## src/rtl/axi_burst_sequencer.sv

```systemverilog
// ----------------------------------------------------------------------------
// axi_burst_sequencer
//
// Purpose:
//   Accepts AXI-style burst descriptors (address, len, size, burst type) and
//   expands each legal one into a stream of beat addresses, one per cycle
//   while the consumer is ready. Supports FIXED, INCR (wrapping inside the
//   4 KiB page) and WRAP bursts. Illegal descriptors are accepted, flagged
//   with a one-cycle o_req_err pulse, and produce no beats.
//
// Optional feature (macro AXI_SEQ_BACK2BACK_EN):
//   When defined, o_req_ready is also high during the final beat while
//   i_beat_ready is high, so a new burst can start without an idle cycle.
//   When undefined, o_req_ready is low for the whole BURST state.
//
// Parameters:
//   AW  address width in bits
//   DW  data-bus width in bits (power of two, 8..1024)
//
// Ports:
//   S_AXI_ACLK     clock, rising edge
//   S_AXI_ARESETN  asynchronous active-low reset
//   i_req_valid / o_req_ready         request handshake
//   i_req_addr, i_req_len, i_req_size, i_req_burst  request descriptor
//   o_req_err                         pulse: previous accepted request illegal
//   o_beat_valid / i_beat_ready       beat handshake
//   o_beat_addr, o_beat_last          current beat address and last flag
//   o_busy                            high while a burst is in progress
// ----------------------------------------------------------------------------
module axi_burst_sequencer #(
    parameter int AW = 32,
    parameter int DW = 32
) (
    input  logic          S_AXI_ACLK,
    input  logic          S_AXI_ARESETN,
    input  logic          i_req_valid,
    output logic          o_req_ready,
    input  logic [AW-1:0] i_req_addr,
    input  logic [7:0]    i_req_len,
    input  logic [2:0]    i_req_size,
    input  logic [1:0]    i_req_burst,
    output logic          o_req_err,
    output logic          o_beat_valid,
    input  logic          i_beat_ready,
    output logic [AW-1:0] o_beat_addr,
    output logic          o_beat_last,
    output logic          o_busy
);

    localparam int           DSZ       = $clog2(DW) - 3;
    localparam logic [2:0]   DSZ_L     = 3'(DSZ);
    // Low 12 bits selected: INCR bursts may only change the in-page offset.
    localparam logic [AW-1:0] PAGE_MASK = AW'(12'hFFF);

    localparam logic [1:0] BURST_FIXED = 2'b00;
    localparam logic [1:0] BURST_INCR  = 2'b01;
    localparam logic [1:0] BURST_WRAP  = 2'b10;

    typedef enum logic {
        IDLE  = 1'b0,
        BURST = 1'b1
    } state_t;

    state_t        state_reg;
    logic [AW-1:0] addr_reg;
    logic [7:0]    len_reg;
    logic [2:0]    size_reg;
    logic [1:0]    burst_reg;
    logic [7:0]    count_reg;
    logic          valid_reg;
    logic          last_reg;
    logic          err_reg;
    logic          ready_reg;

    // ------------------------------------------------------------------
    // Request legality
    // ------------------------------------------------------------------
    logic [7:0] req_align_m1;
    logic       wrap_len_ok;
    logic       req_illegal;

    always_comb begin
        req_align_m1 = (8'd1 << i_req_size) - 8'd1;
        wrap_len_ok  = (i_req_len == 8'd1) || (i_req_len == 8'd3) ||
                       (i_req_len == 8'd7) || (i_req_len == 8'd15);
        req_illegal  = (i_req_burst == 2'b11) ||
                       (i_req_size > DSZ_L) ||
                       ((i_req_burst == BURST_WRAP) && !wrap_len_ok) ||
                       ((i_req_burst == BURST_WRAP) &&
                        ((i_req_addr[7:0] & req_align_m1) != 8'd0));
    end

    // ------------------------------------------------------------------
    // Handshakes
    // ------------------------------------------------------------------
    logic beat_hs;
    logic last_hs;
    logic req_hs;
    logic load_req;
    logic err_req;

    assign beat_hs = valid_reg & i_beat_ready;
    assign last_hs = beat_hs & last_reg;

`ifdef AXI_SEQ_BACK2BACK_EN
    // Final beat being consumed frees the sequencer for a new request now.
    assign o_req_ready = ready_reg | last_hs;
`else
    assign o_req_ready = ready_reg;
`endif

    assign req_hs   = i_req_valid & o_req_ready;
    assign load_req = req_hs & ~req_illegal;
    assign err_req  = req_hs & req_illegal;

    // ------------------------------------------------------------------
    // Next beat address
    // ------------------------------------------------------------------
    logic [11:0]   step12;
    logic [11:0]   wrap_bytes;
    logic [AW-1:0] step;
    logic [AW-1:0] incr_sum;
    logic [AW-1:0] incr_next;
    logic [AW-1:0] wrap_mask;
    logic [AW-1:0] wrap_next;
    logic [AW-1:0] next_addr;

    always_comb begin
        step12     = 12'd1 << size_reg;
        step       = AW'(step12);
        // First beat may be unaligned; every following beat is aligned.
        incr_sum   = (addr_reg & ~(step - AW'(1))) + step;
        incr_next  = (addr_reg & ~PAGE_MASK) | (incr_sum & PAGE_MASK);
        // Legal WRAP: len+1 in {2,4,8,16}, so window is a power of two.
        wrap_bytes = (12'(len_reg) + 12'd1) << size_reg;
        wrap_mask  = AW'(wrap_bytes - 12'd1);
        wrap_next  = (addr_reg & ~wrap_mask) | ((addr_reg + step) & wrap_mask);

        case (burst_reg)
            BURST_FIXED: next_addr = addr_reg;
            BURST_INCR:  next_addr = incr_next;
            BURST_WRAP:  next_addr = wrap_next;
            default:     next_addr = addr_reg;
        endcase
    end

    // ------------------------------------------------------------------
    // State machine with registered outputs
    // ------------------------------------------------------------------
    always_ff @(posedge S_AXI_ACLK or negedge S_AXI_ARESETN) begin
        if (!S_AXI_ARESETN) begin
            state_reg <= IDLE;
            addr_reg  <= '0;
            len_reg   <= '0;
            size_reg  <= '0;
            burst_reg <= '0;
            count_reg <= '0;
            valid_reg <= 1'b0;
            last_reg  <= 1'b0;
            err_reg   <= 1'b0;
            ready_reg <= 1'b0;
        end else begin
            err_reg <= err_req;
            if (load_req) begin
                state_reg <= BURST;
                addr_reg  <= i_req_addr;
                len_reg   <= i_req_len;
                size_reg  <= i_req_size;
                burst_reg <= i_req_burst;
                count_reg <= i_req_len;
                valid_reg <= 1'b1;
                last_reg  <= (i_req_len == 8'd0);
                ready_reg <= 1'b0;
            end else if (state_reg == IDLE) begin
                ready_reg <= 1'b1;
            end else if (beat_hs) begin
                if (!last_reg) begin
                    addr_reg  <= next_addr;
                    count_reg <= count_reg - 8'd1;
                    last_reg  <= (count_reg == 8'd1);
                end else begin
                    state_reg <= IDLE;
                    valid_reg <= 1'b0;
                    last_reg  <= 1'b0;
                    ready_reg <= 1'b1;
                end
            end
        end
    end

    assign o_beat_valid = valid_reg;
    assign o_beat_addr  = addr_reg;
    assign o_beat_last  = last_reg;
    assign o_req_err    = err_reg;
    assign o_busy       = (state_reg == BURST);

endmodule

```

## config.mk

```make
export PLATFORM = sky130hd
export DESIGN_NAME = axi_burst_sequencer
export DESIGN_NICKNAME = d
export VERILOG_FILES = /design/src/rtl/axi_burst_sequencer.sv
export SDC_FILE = /design/constraint.sdc
export NUM_CORES = 1
export LEC_CHECK = 0
export CAP_MARGIN = 20
export CORE_ASPECT_RATIO = 1.1
export CORE_MARGIN = 5
export CORE_UTILIZATION = 49
export DETAILED_ROUTE_END_ITERATION = 10
export MAX_ROUTING_LAYER = met4
export PLACE_DENSITY = 0.77
export SLEW_MARGIN = 15
export SYNTH_ARGS = -nofsm -noshare
export SYNTH_HDL_FRONTEND = slang
export SYNTH_SLANG_ARGS = --single-unit
export TNS_END_PERCENT = 20
```

## constraint.sdc

```tcl
create_clock -name S_AXI_ACLK -period 3.6 [get_ports S_AXI_ACLK]
set_input_delay 0.72 -clock S_AXI_ACLK [delete_from_list [all_inputs] [get_ports S_AXI_ACLK]]
set_output_delay 0.72 -clock S_AXI_ACLK [all_outputs]
set_load 0.005 [all_outputs]
```

==> out/results.txt <==
final core utilization: 63.5%
first-pass GRT wire length: 26.1 mm
Final Max Tran Viols: 0
net count after synthesis: 717
average wire per standard cell: 18.2 µm
Post-DP HPWL: 12.0 mm
Crit Path Class: flip-flop to flip-flop
Final Hold Vio Count: 0
ys flop type: dfrtp_1
maximum VDD drop: 456 µV
crit share post-route: 92.9%
Post-CTS Resized: 0
P&R area growth vs syn: 27.7%
Chip Width: 107 µm
Final Cell Area: 6540 µm²
Final min period: 3340 ps
H-tree Lvls: 3
Tot GR Track Use: 27.0%
starting density of the core: 49.7%
Max Root-Sink Buffers: 2
Worst Path Required: 3820 ps
Mean Syn Cell Area: 7.85 µm²
cell count after synthesis: 652
GPL Wtd Cong: 0.979
Tot Pwr: 4570 µW
Hold WC Path Type: input pin to async pin
drt initial violations: 337
routed length on met1: 6.83 mm
placed inst area: 6190 µm²
worst path arrival time: 3560 ps
met3 WL: 897 µm
Post-synth EDFFs: 0
DRT antenna net count: 0
slew margin rel.: 43.2%
cell taking the most area after synthesis: dfrtp_1
CTS tree: done
ranking of synthesized cells by area: dfrtp_1, nand2_1, xnor2_1
Max Cap Viol: 0
drt first pass iters: 5
status: complete, no violations
Synth Cell Area: 5120 µm²
final wirelength: 16.1 mm
root buffer cell: clkbuf_16
# clock sinks: 58
Yosys reg bits: 58
post-synth top area share: 28.4%
vias in the first global route: 5282
P per Cell Area: 699 nW/µm²
Achievable Freq: 299 MHz
Vias: 5286
register area share after synthesis: 28.4%
Leak: 0.00257 µW
Final Skew: 4.77 ps
Vias/cell: 6.00
kind of end point of the critical path: flip-flop
die area: 12600 µm²
Post-CTS Setup Inserts: 0
WL met2: 7.82 mm
clk_lat worst skew: 340 ps
Synth Warn #: 0
# DRC: 0
Reg clk slew, reported paths: 50 ps
Synth cell types: 80
FP Rows: 39
share of cells above drive strength 1: 10.3%
Vert. Die Dim: 117 µm
CTS Buf Count: 9
highest metal used: met4
Startpoint Class: flip-flop
largest net degree at the start of global routing: 69
async set or reset register ratio after synthesis: 100%
crit-path max FO: 12
final setup violating endpoints: 0
diode count: 0
Slew @ Worst Pin: 853 ps
# IOs: 86
RSZ-0062 raised after global routing: no
grt total ovfl: 0
Core ar.: 10300 µm²
CTS Hold Bufs: 0
antenna violations before repair: 0
Nets: 798
I/O Buffers: 85
total negative setup slack: 0 ps
-- synth_stat cells (all sizes together), types with 4 or more instances --
cell and number:
mux2 4, nor3 21, nand3 17, or3 6
o211ai 5, clkbuf 20, a21oi 45, inv 22
xor2 19, a31oi 6, or2 5, o31ai 7
and4 5, buf 20, xnor2 35, o22ai 6
nand2b 12, nand4 7, nor2b 11, ha 15
nor4 13, nand2 102, a211oi 5, o21a 8
and3 7, o21ai 54, dfrtp 58, nor2 48
nor3b 7
-- final cells by class --
cell class              instances  area [µm²]
fillers                       884        3760
multi-input cells             532        3440
flip-flops and latches         58        1450
repair buffers                110        1060
clock buffers                  10         229
well taps                     143         179
clock inverters                 6        91.3
inverters                      22        82.6
-- stage by stage --
| step | hold slack (ps) | setup slack (ps) | std cells |
|---|---|---|---|
| floorplan | 424 | 244 | 652 |
| global placement | 484 | 180 | 865 |
| detailed placement | 497 | 53.1 | 865 |
| CTS | 507 | 35.1 | 881 |
| global route | 550 | 21.3 | 881 |
| finish | 487 | 257 | 881 |
-- routing by layer --
metal	track usage, %	up-vias
met4	12.1	0
met3	4.99	47
met2	45.1	220
li1	-	2507
met1	32.0	2512
met5	-	-
-- cell usage in the layout, fill, tap and decap left out, types with 3 or more instances in the layout --
cell type        Yosys  layout
nor4_4               3       3
dfrtp_1             58      58
clkbuf_16            0       9
nor3_1              19      19
ha_1                15      14
inv_1               22      22
nand4_1              6       6
nor3b_1              5       5
xnor2_1             35      35
clkdlybuf4s50_1      0      84
nand2_1            102     102
a32oi_1              3       3
and3_1               6       6
nand4b_1             3       3
o21a_1               8       8
a21oi_1             45      45
a211o_1              3       3
a31oi_1              6       6
mux2_2               4       4
and4_1               5       5
buf_4                1      23
nor4_1               4       4
clkinvlp_4           0       3
xor2_1              19      19
nand3_1             17      17
o21ai_0             34      34
a211oi_1             5       5
o21ai_1             20      20
a22oi_1              3       3
nand2b_1            12      12
or3_1                6       6
or2_2                3       3
nor4_2               6       6
o31ai_1              7       6
o211ai_1             4       4
nor2_1              47      45
o32ai_1              3       3
o22ai_1              5       5
nor2b_1             11      11
-- cells by family after synthesis --
logic type	after synthesis	share of synthesized area, %
AND/OR/NAND/NOR	274	28.9
AO/OA/AOI/OAI	182	23.0
buffers and inverters	62	5.13
multiplexers	6	1.27
XOR/XNOR	54	9.24
flip-flops	58	28.4
adder cells (fa/ha/maj)	16	4.06
-- critical path: stages, from the launching register on --
cell	delay [ps]
dfrtp_1	380
buf_4	180
nand2b_1	270
nor2_1	300
ha_1	340
nor2b_1	170
o31a_1	260
o31a_1	290
o31ai_2	250
nor2_1	90
xor2_1	150
a22oi_1	180
o31ai_1	100
mux2_2	270
-- final timing paths --
path | cells after the start | start | slack, ps | end
min | 1 | S_AXI_ARESETN | 490 | o_beat_addr[14]
min in group S_AXI_ACLK | 2 | o_req_ready | 510 | o_req_ready
max reg2reg | 13 | size_reg[2] | 260 | flip-flop
max in group asynchronous | 2 | S_AXI_ARESETN | 2290 | count_reg[2]
min reg2reg | 2 | o_req_ready | 510 | o_req_ready
max | 13 | size_reg[2] | 260 | flip-flop
-- power by group --
part / total (µW) / internal [µW] / switching [µW]
clock: 926 / 606 / 319
combinational: 2410 / 1120 / 1290
sequential: 1230 / 879 / 354
Note: power is estimated with default switching activity, not from simulation.
